[src/rtl/ctrl_unit_seq.sv]
// Registered ID/EX control decoder: decodes mode/op_code/s, applies the ARM
// condition check, sequences multi-cycle multiplies and honours stall/flush.
module ctrl_unit_seq #(
    parameter int unsigned CMD_W      = 4,
    parameter int unsigned MUL_CYCLES = 3,
    parameter logic [3:0]  MUL_CMD    = 4'b1010
) (
    input  logic             clk,
    input  logic             rst,
    input  logic             in_valid,
    output logic             in_ready,
    input  logic [1:0]       mode,
    input  logic [3:0]       op_code,
    input  logic             s,
    input  logic [3:0]       cond,
    input  logic [3:0]       flags,
    input  logic             is_mul,
    input  logic             stall_ex,
    input  logic             flush,
    output logic             out_valid,
    output logic [CMD_W-1:0] exec_cmd,
    output logic             mem_read,
    output logic             mem_write,
    output logic             wb_en,
    output logic             b_jump,
    output logic             update_s,
    output logic             busy
);

    localparam logic StIdle    = 1'b0;
    localparam logic StMulWait = 1'b1;

    // Control word layout: {exec_cmd[3:0], update_s, wb_en, mem_read, mem_write, b_jump}
    logic [8:0] ctrl_q, ctrl_d, dec_ctrl;
    logic       state_q, state_d;
    logic [3:0] cnt_q, cnt_d;
    logic       valid_q, valid_d;
    logic       busy_q, busy_d;
    logic       dec_mul, cond_pass, accept;

    logic n_f, z_f, c_f, v_f;
    assign {n_f, z_f, c_f, v_f} = flags;

    always_comb begin
        unique case (cond)
            4'h0:    cond_pass = z_f;
            4'h1:    cond_pass = !z_f;
            4'h2:    cond_pass = c_f;
            4'h3:    cond_pass = !c_f;
            4'h4:    cond_pass = n_f;
            4'h5:    cond_pass = !n_f;
            4'h6:    cond_pass = v_f;
            4'h7:    cond_pass = !v_f;
            4'h8:    cond_pass = c_f && !z_f;
            4'h9:    cond_pass = !c_f || z_f;
            4'hA:    cond_pass = (n_f == v_f);
            4'hB:    cond_pass = (n_f != v_f);
            4'hC:    cond_pass = !z_f && (n_f == v_f);
            4'hD:    cond_pass = z_f || (n_f != v_f);
            4'hE:    cond_pass = 1'b1;
            default: cond_pass = 1'b0;
        endcase
    end

    always_comb begin
        dec_ctrl = '0;
        dec_mul  = 1'b0;
        unique case (mode)
            2'b00: begin
                if (is_mul) begin
                    dec_mul  = 1'b1;
                    dec_ctrl = {MUL_CMD, s, 1'b1, 3'b000};
                end else begin
                    unique case (op_code)
                        4'b1101: dec_ctrl = {4'b0001, s, 1'b1, 3'b000};
                        4'b1111: dec_ctrl = {4'b1001, s, 1'b1, 3'b000};
                        4'b0100: dec_ctrl = {4'b0010, s, 1'b1, 3'b000};
                        4'b0101: dec_ctrl = {4'b0011, s, 1'b1, 3'b000};
                        4'b0010: dec_ctrl = {4'b0100, s, 1'b1, 3'b000};
                        4'b0110: dec_ctrl = {4'b0101, s, 1'b1, 3'b000};
                        4'b0000: dec_ctrl = {4'b0110, s, 1'b1, 3'b000};
                        4'b1100: dec_ctrl = {4'b0111, s, 1'b1, 3'b000};
                        4'b0001: dec_ctrl = {4'b1000, s, 1'b1, 3'b000};
                        4'b1010: dec_ctrl = {4'b0100, 1'b1, 1'b0, 3'b000};
                        4'b1000: dec_ctrl = {4'b0110, 1'b1, 1'b0, 3'b000};
                        default: dec_ctrl = '0;
                    endcase
                end
            end
            2'b01:   dec_ctrl = s ? {4'b0010, 1'b0, 1'b1, 3'b100}
                                  : {4'b0010, 1'b0, 1'b0, 3'b010};
            2'b10:   dec_ctrl = {4'b0000, 1'b0, 1'b0, 3'b001};
            default: dec_ctrl = '0;
        endcase
    end

    assign in_ready = !rst && (state_q == StIdle) && !flush && (!valid_q || !stall_ex);
    assign accept   = in_valid && in_ready;

    always_comb begin
        state_d = state_q;
        cnt_d   = cnt_q;
        valid_d = valid_q;
        busy_d  = busy_q;
        ctrl_d  = ctrl_q;
        if (flush) begin
            state_d = StIdle;
            cnt_d   = '0;
            valid_d = 1'b0;
            busy_d  = 1'b0;
            ctrl_d  = '0;
        end else if (state_q == StMulWait) begin
            // The multiply counter keeps running even while EX stalls.
            cnt_d = cnt_q - 4'd1;
            if (cnt_q == 4'd1) begin
                valid_d = 1'b1;
                busy_d  = 1'b0;
                state_d = StIdle;
            end
        end else if (accept) begin
            ctrl_d = cond_pass ? dec_ctrl : '0;
            if (cond_pass && dec_mul && (MUL_CYCLES > 1)) begin
                valid_d = 1'b0;
                busy_d  = 1'b1;
                cnt_d   = 4'(MUL_CYCLES - 1);
                state_d = StMulWait;
            end else begin
                valid_d = 1'b1;
            end
        end else if (!stall_ex) begin
            valid_d = 1'b0;
        end
    end

    always_ff @(posedge clk) begin
        if (rst) begin
            state_q <= StIdle;
            cnt_q   <= '0;
            valid_q <= 1'b0;
            busy_q  <= 1'b0;
            ctrl_q  <= '0;
        end else begin
            state_q <= state_d;
            cnt_q   <= cnt_d;
            valid_q <= valid_d;
            busy_q  <= busy_d;
            ctrl_q  <= ctrl_d;
        end
    end

    assign out_valid = valid_q;
    assign busy      = busy_q;
    assign exec_cmd  = CMD_W'(ctrl_q[8:5]);
    assign update_s  = ctrl_q[4];
    assign wb_en     = ctrl_q[3];
    assign mem_read  = ctrl_q[2];
    assign mem_write = ctrl_q[1];
    assign b_jump    = ctrl_q[0];

endmodule

[config.mk]
export PLATFORM = sky130hd
export DESIGN_NAME = ctrl_unit_seq
export DESIGN_NICKNAME = d
export VERILOG_FILES = /design/src/rtl/ctrl_unit_seq.sv
export SDC_FILE = /design/constraint.sdc
export NUM_CORES = 1
export LEC_CHECK = 0
export CORE_MARGIN = 2
export CORE_UTILIZATION = 40
export DETAILED_ROUTE_END_ITERATION = 16
export DONT_BUFFER_PORTS = 1
export PLACE_DENSITY_LB_ADDON = 0.05
export SLEW_MARGIN = 15
export SYNTH_ARGS = -nofsm -noshare
export SYNTH_HDL_FRONTEND = slang
export SYNTH_SLANG_ARGS = --single-unit
[constraint.sdc]
create_clock -name clk -period 2 [get_ports clk]
set_clock_uncertainty 0.05 [all_clocks]
set_input_delay 0.3 -clock clk [delete_from_list [all_inputs] [get_ports clk]]
set_output_delay 0.3 -clock clk [all_outputs]
set_load 0.01 [all_outputs]
==> results.md <==
- Synth area leader: dfxtp_1
- Grt ovf: 0
- Post-synth net total: 158
- # Post-CTS Setup Buffers: 0
- Global Route Usage Sum: between 10% and 20%
- Post-CTS Hold Fix Bufs: 0
- Die area: between 0.003 and 0.004 mm2
- Status: completed
- RSZ-0062 raised after global routing: no
- I/O pin count: 33
- Worst EP arrival: 1.86 ns
- Vias: 967
- Pwr Total: 625 uW
- IO Port Bufs: 0
- Count leader, synth: dfxtp_1
- Layout cell share with drive strength beyond 1: 10.5%
- Hold Fails Final Rpt: 0
- Worst-margin pin slew: 0.370 ns
- Worst r2r dst: ctrl_q[5]$_SDFFE_PP0P_
- H-Tree Depth: 1
- Initial core utilization: 43.2%
- Hold Path Sink: ctrl_q[4]$_SDFFE_PP0P_
- Drt initial violations: 17
- Clock Power Share: 34.1%
- Final Slew Violations: 0
- Synth cell count leaders: 16 x dfxtp_1, 12 x nand2_1, 10 x a21oi_1, 10 x nor2_1, 8 x clkbuf_1
- Sequential Area: around 320 um2
- Diode count: 0
- Die Width: 56.2 um
- TritonCTS sink count: 16
- Switching Power: between 100 and 150 uW
- Routed WL: 2.40 mm
- Synthesis-to-finish area growth: 5.29%
- FMAX: 594 MHz
- Crit-path max FO: 3
- Minimum clock period: 1.68 ns
- Comb pwr share: between 10 and 15%
- Hold path startpoint: mode[1]
- Synthesized instance count: 135
- Area of the multi-input gates: approximately 700 um2
- R2r startpoint: out_valid$_SDFFE_PP0P_
- Initial antenna violation count: 0
- Maximum clock path buffer count: 2
- Library cells used by synthesis: 45
- Startpoint types: register
- Crit end category: register
- Worst-case reg-to-reg path depth: 6
- Site Rows: 18
- Vias in the first global route: 895
- Slew HR: 75.0%
- CTS resizes: 0
- WHS Path Cells: 1
- Flops & latches, synth: 16
- Die Ht: 56.2 um
- CTS tree: built
- Clk slew on worst S/H paths: 0.09 ns
- R2r setup slk: 0.32 ns
- Worst Path Required: 2.18 ns
- Core Area: 0.00252 mm2
- FILL cells: 264
- Most area-consuming cells after synthesis: dfxtp_1 29%, a21oi_1 4.6%, nand2_1 4.1%, xnor2_1 4.0%, mux2i_1 3.7%
- Final ANT Viol Nets: 0
- Pwr/cell area: 545 mW/mm2
- First-pass GRT wire length: 3.95 mm
- Drt wl/cell: 14.7 um
- Switch share: 23.9%
- Number of buffers created by CTS: 3
- Crit Path Class: reg -> reg
- Final worst path period share: 84.2%
- DR pass1 iterations: 4
- Max_cap viols: 0
- Worst vdd ir: 0.452 mV
- Mapped cell area: ~0.0011 mm2
- Largest net degree at the start of global routing: 14
- Static Leak: roughly 0.00038 uW
- Drc violations: 0
- Post-synthesis sequential area ratio: 29.4%
- Post-synth EDFFs: 0
- Internal: 475 uW
- Via/cell ratio: 5.93
- Clock Latency Late Sink: 0.28 ns
- Syn. warnings: 0
- Syn Area/Cell: 8.06 um2
- Dpl hpwl: 1.82 mm
- Nets: 157
- # setup viols final: 0
- Min-delay worst type: in -> reg
- Area share of the leading cell type in the synthesized netlist: 29.4%
- Sequential share of power: 51.4%
- Top FF cell, synth: dfxtp_1
- Final core utilization: 45.4%
- Total negative slack: 0 ns
- Buffer type at the clock tree root: clkbuf_4
- FFs w/ async S/R, synth: 0%
- Final Wtd Congestion: 0.744
## area by class of cell
cell class	instances	area share, %
Multi-Input combinational cell	102	60.4
Sequential cell	16	27.9
Timing Repair Buffer	5	3.28
Tap cell	30	3.28
Clock buffer	4	3.17
Inverter	6	1.97
## through the flow
stage	setup WS [ns]	hold slack [ns]	area, um2	cells
4_1_cts	0.295	0.0476	1150	163
5_1_grt	0.103	0.0334	1150	163
2_1_floorplan	0.246	0.352	1090	135
3_3_place_gp	0.262	0.358	1110	159
3_5_place_dp	0.230	0.359	1110	159
6_report	0.316	0.0527	1150	163
## kinds of logic (layout without fill, tap and decap cells)
logic type | after synthesis | after routing | synth area share, %
and+or+nand+nor | 52 | 52 | 27.6
buffers and inverters | 17 | 15 | 7.01
adders and majority gates | 2 | 2 | 2.30
DFF | 16 | 16 | 29.4
muxes | 4 | 4 | 3.68
xor gates and xnor gates | 7 | 7 | 5.63
AOI/OAI and AO/OA | 37 | 37 | 24.4
## layer usage
layer / share of wire [%] / wire length [um] / track usage, %
met1: 46 / 1100 / 19.6
met2: 46 / 1100 / 25.4
met3: 7.4 / 177 / 6.98
met4: 0.50 / 12 / 3.06
met5: 0 / 0 / 0
## worst max path at each step
stage	start	to	cells after the start
2_1_floorplan	cond[0]	ctrl_q[5]$_SDFFE_PP0P_	8
3_3_place_gp	cond[1]	ctrl_q[5]$_SDFFE_PP0P_	6
3_5_place_dp	cond[1]	cnt_q[3]$_SDFFE_PP0P_	6
4_1_cts	out_valid$_SDFFE_PP0P_	ctrl_q[5]$_SDFFE_PP0P_	6
5_1_grt	out_valid$_SDFFE_PP0P_	ctrl_q[5]$_SDFFE_PP0P_	6
6_report	out_valid$_SDFFE_PP0P_	ctrl_q[5]$_SDFFE_PP0P_	6
## state kept, by name (all words and copies together) (netlist names)
| name | flops |
|---|---|
| ctrl_q | 9 |
| out_valid | 1 |
| busy | 1 |
| cnt_q | 4 |
| state_q | 1 |
## placed cells by master (no fill, tap or decap), types with 2 or more instances in the layout
cell type | synthesis | layout
a21boi_0 | 2 | 2
a21oi_1 | 10 | 10
a31o_2 | 2 | 2
a32oi_1 | 3 | 3
and2_1 | 3 | 3
buf_4 | 1 | 5
clkbuf_4 | 0 | 3
dfxtp_1 | 16 | 16
ha_1 | 2 | 2
inv_1 | 6 | 6
mux2i_1 | 4 | 4
nand2_1 | 12 | 12
nand3_1 | 4 | 4
nand3b_1 | 3 | 3
nand4_1 | 2 | 2
nand4b_1 | 4 | 4
nor2_1 | 10 | 10
nor2b_1 | 3 | 3
nor3_1 | 2 | 2
o2111ai_1 | 2 | 2
o211ai_1 | 2 | 2
o21a_1 | 2 | 2
o21ai_0 | 3 | 3
o22ai_1 | 2 | 2
or3_1 | 2 | 2
xnor2_1 | 5 | 5
xor2_1 | 2 | 2
## power groups by stage
stage	Clock [uW]	Combinational [uW]	Sequential, uW
2_1_floorplan	0	89.9	328
3_3_place_gp	0	90.0	329
3_5_place_dp	0	91.3	329
4_1_cts	221	91.5	321
5_1_grt	237	101	321
6_report	213	90.8	321
## critical path, stage by stage (launching register included)
cell and delay, ns:
dfxtp_1 0.36, a21oi_1 0.21, nand3_1 0.13, nor2_1 0.15, o2111ai_1 0.11, or4b_1 0.47, a21oi_1 0.14
Note: power is estimated with default switching activity, not from simulation.
